--- config.mk ---
export PLATFORM = sky130hd
export DESIGN_NAME = correlator_readout_sequencer
export DESIGN_NICKNAME = d
export VERILOG_FILES = /design/src/rtl/correlator_readout_pkg.sv /design/src/rtl/correlator_readout_sequencer_byte_select.sv /design/src/rtl/correlator_readout_sequencer.sv
export SDC_FILE = /design/constraint.sdc
export NUM_CORES = 1
export LEC_CHECK = 0
export ABC_AREA = 0
export BUFFER_PORTS_ARGS = -buffer_cell sky130_fd_sc_hd__buf_2
export CAP_MARGIN = 20
export CORE_ASPECT_RATIO = 0.7
export CORE_UTILIZATION = 45
export CTS_BUF_LIST = sky130_fd_sc_hd__clkbuf_16
export DETAILED_ROUTE_END_ITERATION = 10
export PLACE_DENSITY = 0.74
export SETUP_SLACK_MARGIN = 0.02
export SLEW_MARGIN = 0
export SYNTH_ARGS = -nofsm -noshare
export SYNTH_HDL_FRONTEND = slang
export SYNTH_HIERARCHICAL = 1
export SYNTH_SLANG_ARGS = --single-unit
--- constraint.sdc ---
create_clock -name clk -period 11.7 [get_ports clk]
set_clock_uncertainty 0.2 [all_clocks]
set_input_delay 0.585 -clock clk [delete_from_list [all_inputs] [get_ports clk]]
set_output_delay 0.585 -clock clk [all_outputs]
set_load 0.05 [all_outputs]
--- src/rtl/correlator_readout_pkg.sv ---
// -----------------------------------------------------------------------------
// correlator_readout_pkg
// Shared types and helpers for the correlator readout sequencer.
//   readout_state_t   : frame sequencer states (CHK is only reached when the
//                       READOUT_CHECKSUM_EN build option is defined)
//   SYNC_BYTE_DEFAULT : default frame header byte
//   payload_bytes()   : payload bytes in one frame
//   bytes_per_frame() : total bytes in one frame, header to checksum
//   index_width()     : width of a byte index over n bytes (minimum 1)
//   xor_fold()        : one step of the running XOR checksum
// -----------------------------------------------------------------------------
package correlator_readout_pkg;

  typedef enum logic [2:0] {
    IDLE = 3'd0,
    HDR  = 3'd1,
    SEQ  = 3'd2,
    PAY  = 3'd3,
    CHK  = 3'd4
  } readout_state_t;

  localparam logic [7:0] SYNC_BYTE_DEFAULT = 8'hA5;

  function automatic int payload_bytes(input int word_width, input int num_words);
    return num_words * (word_width / 32'sd8);
  endfunction

  function automatic int bytes_per_frame(input int word_width, input int num_words,
                                         input bit with_checksum);
    return 32'sd2 + payload_bytes(word_width, num_words) + (with_checksum ? 32'sd1 : 32'sd0);
  endfunction

  function automatic int index_width(input int n);
    return (n > 32'sd1) ? $clog2(n) : 32'sd1;
  endfunction

  function automatic logic [7:0] xor_fold(input logic [7:0] acc, input logic [7:0] data);
    return acc ^ data;
  endfunction

endpackage

--- src/rtl/correlator_readout_sequencer_byte_select.sv ---
// -----------------------------------------------------------------------------
// readout_byte_select
// Combinational payload byte mux. Byte idx of the frame is byte
// (idx mod WORD_WIDTH/8) of word (idx / (WORD_WIDTH/8)); word 0 goes first and
// bytes within a word go out least significant first. Out-of-range indices
// return 8'h00.
// Ports:
//   buffer   in  NUM_WORDS*WORD_WIDTH  latched snapshot
//   idx      in  IDX_W                 payload byte index
//   byte_out out 8                     selected byte
// -----------------------------------------------------------------------------
module readout_byte_select
  import correlator_readout_pkg::*;
#(
  parameter int WORD_WIDTH = 8,
  parameter int NUM_WORDS  = 36,
  parameter int IDX_W      = index_width(payload_bytes(WORD_WIDTH, NUM_WORDS))
) (
  input  logic [NUM_WORDS*WORD_WIDTH-1:0] buffer,
  input  logic [IDX_W-1:0]                idx,
  output logic [7:0]                      byte_out
);

  localparam int BPW    = WORD_WIDTH / 8;
  localparam int NBYTES = BPW * NUM_WORDS;

  logic [7:0] bytes_s [NBYTES];

  // Unpack the snapshot into a flat byte array in transmit order.
  for (genvar w = 0; w < NUM_WORDS; w++) begin : g_word
    for (genvar b = 0; b < BPW; b++) begin : g_byte
      assign bytes_s[w*BPW + b] = buffer[w*WORD_WIDTH + b*8 +: 8];
    end
  end

  // Select the indexed byte; indices past the payload read as zero.
  always_comb begin
    byte_out = 8'h00;
    if (32'(idx) < 32'(NBYTES)) begin
      byte_out = bytes_s[idx];
    end else begin
      byte_out = 8'h00;
    end
  end

endmodule

--- src/rtl/correlator_readout_sequencer.sv ---
// -----------------------------------------------------------------------------
// correlator_readout_sequencer
// Frames one correlator/counter snapshot into a byte stream for the UART TX:
// sync byte, sequence number, payload bytes (word 0 first, little-endian within
// a word) and, when the READOUT_CHECKSUM_EN macro is defined, an 8-bit XOR
// checksum over the sequence and payload bytes. Without the macro the frame
// ends on the last payload byte and no checksum register exists.
// Ports:
//   clk               in   system clock
//   reset_correlator  in   asynchronous, active-high reset
//   frame_data        in   snapshot payload, word k at [k*WORD_WIDTH +: WORD_WIDTH]
//   frame_valid       in   one-cycle strobe: frame_data valid
//   transmit_enable   in   permits accepting new frames
//   tx_ready          in   UART TX can take a byte
//   tx_byte           out  byte to transmit (registered)
//   tx_valid          out  tx_byte valid (registered)
//   busy              out  frame latched or in transmission
//   overrun           out  sticky: frame_valid seen while busy
//   frame_seq         out  sequence number of the last accepted frame
// -----------------------------------------------------------------------------
module correlator_readout_sequencer
  import correlator_readout_pkg::*;
#(
  parameter int         WORD_WIDTH = 8,
  parameter int         NUM_WORDS  = 36,
  parameter logic [7:0] SYNC_BYTE  = SYNC_BYTE_DEFAULT,
  parameter int         SEQ_WIDTH  = 8
) (
  input  logic                            clk,
  input  logic                            reset_correlator,
  input  logic [NUM_WORDS*WORD_WIDTH-1:0] frame_data,
  input  logic                            frame_valid,
  input  logic                            transmit_enable,
  input  logic                            tx_ready,
  output logic [7:0]                      tx_byte,
  output logic                            tx_valid,
  output logic                            busy,
  output logic                            overrun,
  output logic [SEQ_WIDTH-1:0]            frame_seq
);

  localparam int             NBYTES   = payload_bytes(WORD_WIDTH, NUM_WORDS);
  localparam int             IDX_W    = index_width(NBYTES);
  localparam logic [IDX_W-1:0] LAST_IDX = IDX_W'(NBYTES - 1);

  readout_state_t                  state_r;
  logic [IDX_W-1:0]                idx_r;
  logic [NUM_WORDS*WORD_WIDTH-1:0] buffer_r;
  logic [IDX_W-1:0]                sel_idx_s;
  logic [7:0]                      sel_byte_s;
  logic                            xfer_s;
`ifdef READOUT_CHECKSUM_EN
  logic [7:0]                      chk_r;
`endif

  assign xfer_s = tx_valid & tx_ready;

  // tx_byte is registered, so the mux looks one byte ahead: payload byte 0
  // while the sequence byte is on the wire, otherwise the byte after idx_r.
  always_comb begin
    sel_idx_s = {IDX_W{1'b0}};
    if (state_r == SEQ) begin
      sel_idx_s = {IDX_W{1'b0}};
    end else begin
      sel_idx_s = idx_r + 1'b1;
    end
  end

  readout_byte_select #(
    .WORD_WIDTH (WORD_WIDTH),
    .NUM_WORDS  (NUM_WORDS),
    .IDX_W      (IDX_W)
  ) u_byte_select (
    .buffer   (buffer_r),
    .idx      (sel_idx_s),
    .byte_out (sel_byte_s)
  );

  // Frame sequencer: accept, header, sequence, payload, optional checksum.
  always_ff @(posedge clk or posedge reset_correlator) begin
    if (reset_correlator) begin
      state_r   <= IDLE;
      tx_valid  <= 1'b0;
      tx_byte   <= 8'h00;
      busy      <= 1'b0;
      overrun   <= 1'b0;
      frame_seq <= {SEQ_WIDTH{1'b1}};
      idx_r     <= {IDX_W{1'b0}};
      buffer_r  <= {(NUM_WORDS*WORD_WIDTH){1'b0}};
`ifdef READOUT_CHECKSUM_EN
      chk_r     <= 8'h00;
`endif
    end else begin
      // A frame offered while one is held is dropped; remember that it happened.
      if (frame_valid && busy) begin
        overrun <= 1'b1;
      end

      case (state_r)
        IDLE: begin
          if (frame_valid && transmit_enable) begin
            buffer_r  <= frame_data;
            frame_seq <= frame_seq + 1'b1;
            idx_r     <= {IDX_W{1'b0}};
            state_r   <= HDR;
            tx_valid  <= 1'b1;
            tx_byte   <= SYNC_BYTE;
            busy      <= 1'b1;
`ifdef READOUT_CHECKSUM_EN
            chk_r     <= 8'h00;
`endif
          end
        end

        HDR: begin
          if (xfer_s) begin
            state_r <= SEQ;
            tx_byte <= 8'(frame_seq);
          end
        end

        SEQ: begin
          if (xfer_s) begin
            state_r <= PAY;
            idx_r   <= {IDX_W{1'b0}};
            tx_byte <= sel_byte_s;
`ifdef READOUT_CHECKSUM_EN
            chk_r   <= xor_fold(chk_r, tx_byte);
`endif
          end
        end

        PAY: begin
          if (xfer_s) begin
`ifdef READOUT_CHECKSUM_EN
            chk_r <= xor_fold(chk_r, tx_byte);
`endif
            if (idx_r == LAST_IDX) begin
`ifdef READOUT_CHECKSUM_EN
              // The checksum byte includes the payload byte leaving now.
              state_r <= CHK;
              tx_byte <= xor_fold(chk_r, tx_byte);
`else
              state_r  <= IDLE;
              tx_valid <= 1'b0;
              tx_byte  <= 8'h00;
              busy     <= 1'b0;
`endif
            end else begin
              idx_r   <= idx_r + 1'b1;
              tx_byte <= sel_byte_s;
            end
          end
        end

`ifdef READOUT_CHECKSUM_EN
        CHK: begin
          if (xfer_s) begin
            state_r  <= IDLE;
            tx_valid <= 1'b0;
            tx_byte  <= 8'h00;
            busy     <= 1'b0;
          end
        end
`endif

        default: begin
          state_r  <= IDLE;
          tx_valid <= 1'b0;
          tx_byte  <= 8'h00;
          busy     <= 1'b0;
        end
      endcase
    end
  end

endmodule

==> impl_metrics.yaml <==
global_routing:
  grt_overflow: 0
  grt_pass1_wl_mm: 66.5
  grt.total_usage_pct: 26.1
  grt_pass1_vias: 11900
  antenna_found_initial: 2
  grt_max_degree: 119
synth:
  ys_seq_elements: 314
  yosys.area.top_type: "dfrtp_1"
  synth_edf_count: 0
  synth.top_cells.by_area: "dfrtp_1 52%, nand2_1 23%, mux4_2 9.2%"
  synth_common_cells: "888 x nand2_1, 306 x dfrtp_1, 60 x mux4_2, 54 x clkbuf_1, 31 x buf_2"
  synth_most_common_cell: "nand2_1"
  synth_area_um2: 14700
  ys_types: 61
  synth_ff_type: "dfrtp_1"
  syn_inst: 1568
  synthArstFlopShare_pct: 100
  ys_warn_count: 6
  yosysSeqAreaShare_pct: 53.6
  syn_area_per_cell_um2: 9.37
  synth_nets: 1868
  yosysTopAreaCellShare_pct: 52.1
floorplan:
  ioPinCount: 312
  fp-row-count: 54
  start_util_pct: 46.4
  fp.dieW_um: 218
  core_area_um2: 31600
  die_area_um2: 33400
  fp.dieH_um: 153
final_layout:
  fillers: 2782
  multi_input_area_um2: 6320
  nets: 2135
  areaGrowthSynthToFinish_pct: 20.7
  drive_above_1_share_pct: 25.9
  n_antenna_cell: 0
  regArea_um2: 7870
  design_area_um2: 17700
timing:
  worst_pin_slew_ns: 1.22
  fin_tns_setup_ns: 0
  fmax_mhz: 257
  finalCriticalPeriod_ns: 3.89
  rsz0062_at_grt: "false"
  finalHoldViolations: 0
  setup_viol: 0
  maxSlewViolCount: 0
  finalCritPeriodShare_pct: 33.3
  relSlewSlack_pct: 18.7
detailed_routing:
  drtPass1Iterations: 5
  ant_nets: 0
  drt-initial-drc-count: 942
  drc_errors: 0
  wirelength_mm: 42.6
  dr_total_vias: 12000
  vias_per_cell: 5.25
  wire_per_inst_um: 18.7
clock_tree:
  clk_pin_slew_ns: 0.07
  cts_tree: "done"
  cts_max_level: 2
  cts_sinks: 314
  clock_latency_ns: 0.52
  cts_buffers: 34
  clk_path_buf_depth: 3
  postCtsSetupBuffers: 0
  root_buffer: "clkbuf_16"
worst_setup_path:
  rr_endpoint: "tx_byte[4]$_DFFE_PP0P_"
  crit_required_ns: 11.89
  crit_arrival_ns: 4.08
  cp_max_fo: 74
  ff2ff_path_depth: 9
  end_kind: "register"
  r2r_start: "state_r[0]$_DFFE_PP0P_"
  r2r_setup_slack_ns: 7.81
  cp-start-kind: "register"
  critPathKind: "register to register"
placement:
  dpl.hpwl_mm: 30.7
  gp_congestion: 0.876
  placed_cell_area_um2: 16400
  portBuffers: 311
power:
  vdd_ir_drop_max_v: 0.0000994
  p_per_area_nw_per_um2: 131
  power_leakage_nw: 9.55
run_status:
  status: "finished clean"
job:
  maxCapViolations: 0
min_path:
  worstHoldStart: "frame_data[275]"
  min_path_type: "primary input to register"
  hold_path_depth: 3
  whs_endpoint: "buffer_r[275]$_DFFE_PP0P_"
-- kinds of logic (layout without fill, tap and decap cells) --
logic type | after synthesis | count (layout) | share of synthesized area (%)
and+or+nand+nor | 959 | 959 | 25.5
muxes | 97 | 97 | 11.9
xor gates and xnor gates | 10 | 10 | 0.596
DFF | 314 | 314 | 53.6
AOI/OAI and AO/OA | 71 | 71 | 4.15
buffers and inverters | 110 | 402 | 3.71
adders and majority gates | 7 | 7 | 0.596
-- metal layers --
| metal | track usage, % | part of all wire [%] | wire length, um | up-vias |
|---|---|---|---|---|
| met3 | 7.32 | 8.8 | 3760 | 62 |
| met4 | 6.53 | 2.0 | 859 | 4 |
| met2 | 38.7 | 44 | 18900 | 434 |
| met1 | 37.6 | 45 | 19100 | 5846 |
| met5 | 0 | 0.045 | 19 | - |
| li1 | - | - | - | 5623 |
-- through the flow --
step / setup slack (ns) / hold WS, ns / utilization, % / std cells / total power, mW
floorplan: 2.24 / 0.240 / - / 1568 / 1.12
global placement: 7.85 / 0.237 / 52.0 / 2215 / 1.18
detailed placement: 7.72 / 0.258 / 52.0 / 2215 / 1.18
CTS: 7.69 / 0.0375 / 55.8 / 2277 / 2.35
global route: 7.61 / 0.0468 / 56.1 / 2280 / 2.40
finish: 7.81 / 0.0583 / 56.1 / 2280 / 2.33
-- worst max-delay path by stage --
stage / from / end / slack, ns / cells after the start
5_1_grt: state_r[0]$_DFFE_PP0P_ / tx_byte[3]$_DFFE_PP0P_ / 7.61 / 9
3_3_place_gp: state_r[0]$_DFFE_PP0P_ / buffer_r[214]$_DFFE_PP0P_ / 7.85 / 7
6_report: state_r[0]$_DFFE_PP0P_ / tx_byte[4]$_DFFE_PP0P_ / 7.81 / 9
2_1_floorplan: reset_correlator / buffer_r[0]$_DFFE_PP0P_ / 2.24 / 1
3_5_place_dp: state_r[0]$_DFFE_PP0P_ / buffer_r[201]$_DFFE_PP0P_ / 7.72 / 7
4_1_cts: state_r[0]$_DFFE_PP0P_ / buffer_r[201]$_DFFE_PP0P_ / 7.69 / 7
-- layout by cell type (no fill, tap or decap), drive strengths merged, types with 5 or more instances in the layout --
cell,count
buf,330
inv,15
dfrtp,306
nor3,5
nand3,12
mux2,16
nand2,888
a22oi,9
a221oi,5
o221ai,7
mux2i,21
xnor2,6
a21oi,6
bufinv,8
ha,7
nand4,5
clkbuf,35
a221o,8
clkinv,12
nor2,19
mux4,60
and3,6
dfstp,8
-- worst max-delay path, stage by stage (launching register included) --
cell,delay (ns)
dfrtp_1,0.39
inv_1,0.10
ha_1,0.41
nor2b_4,0.17
buf_4,0.79
mux4_2,0.43
a22o_1,0.25
a211oi_1,0.37
o31ai_1,0.13
a221o_1,0.33
-- sequential cells by signal, summed over array words and instances (netlist names) --
register,count
overrun,1
idx_r,6
busy,1
buffer_r,288
state_r,2
tx_byte,8
frame_seq,8
-- power by group --
| group | internal [mW] | total (mW) | switching (mW) |
|---|---|---|---|
| Combinational | 0.0378 | 0.0791 | 0.0413 |
| Sequential | 1.09 | 1.09 | 0 |
| Clock | 0.720 | 1.16 | 0.443 |
| Total | 1.84 | 2.33 | 0.484 |
-- final cells by class --
class	count	share of cell area, %
flip-flops and latches	314	44.4
well taps	420	2.97
clock inverters	26	1.83
inverters	10	0.254
clock buffers	35	4.94
repair buffers	331	9.98
multi-input cells	1144	35.6
-- repair_timing --
item,in CTS,in global routing
gates resized for setup,0,0
hold endpoints to repair,76,0
hold buffers,1,0
(Power assumes the default switching activity.)
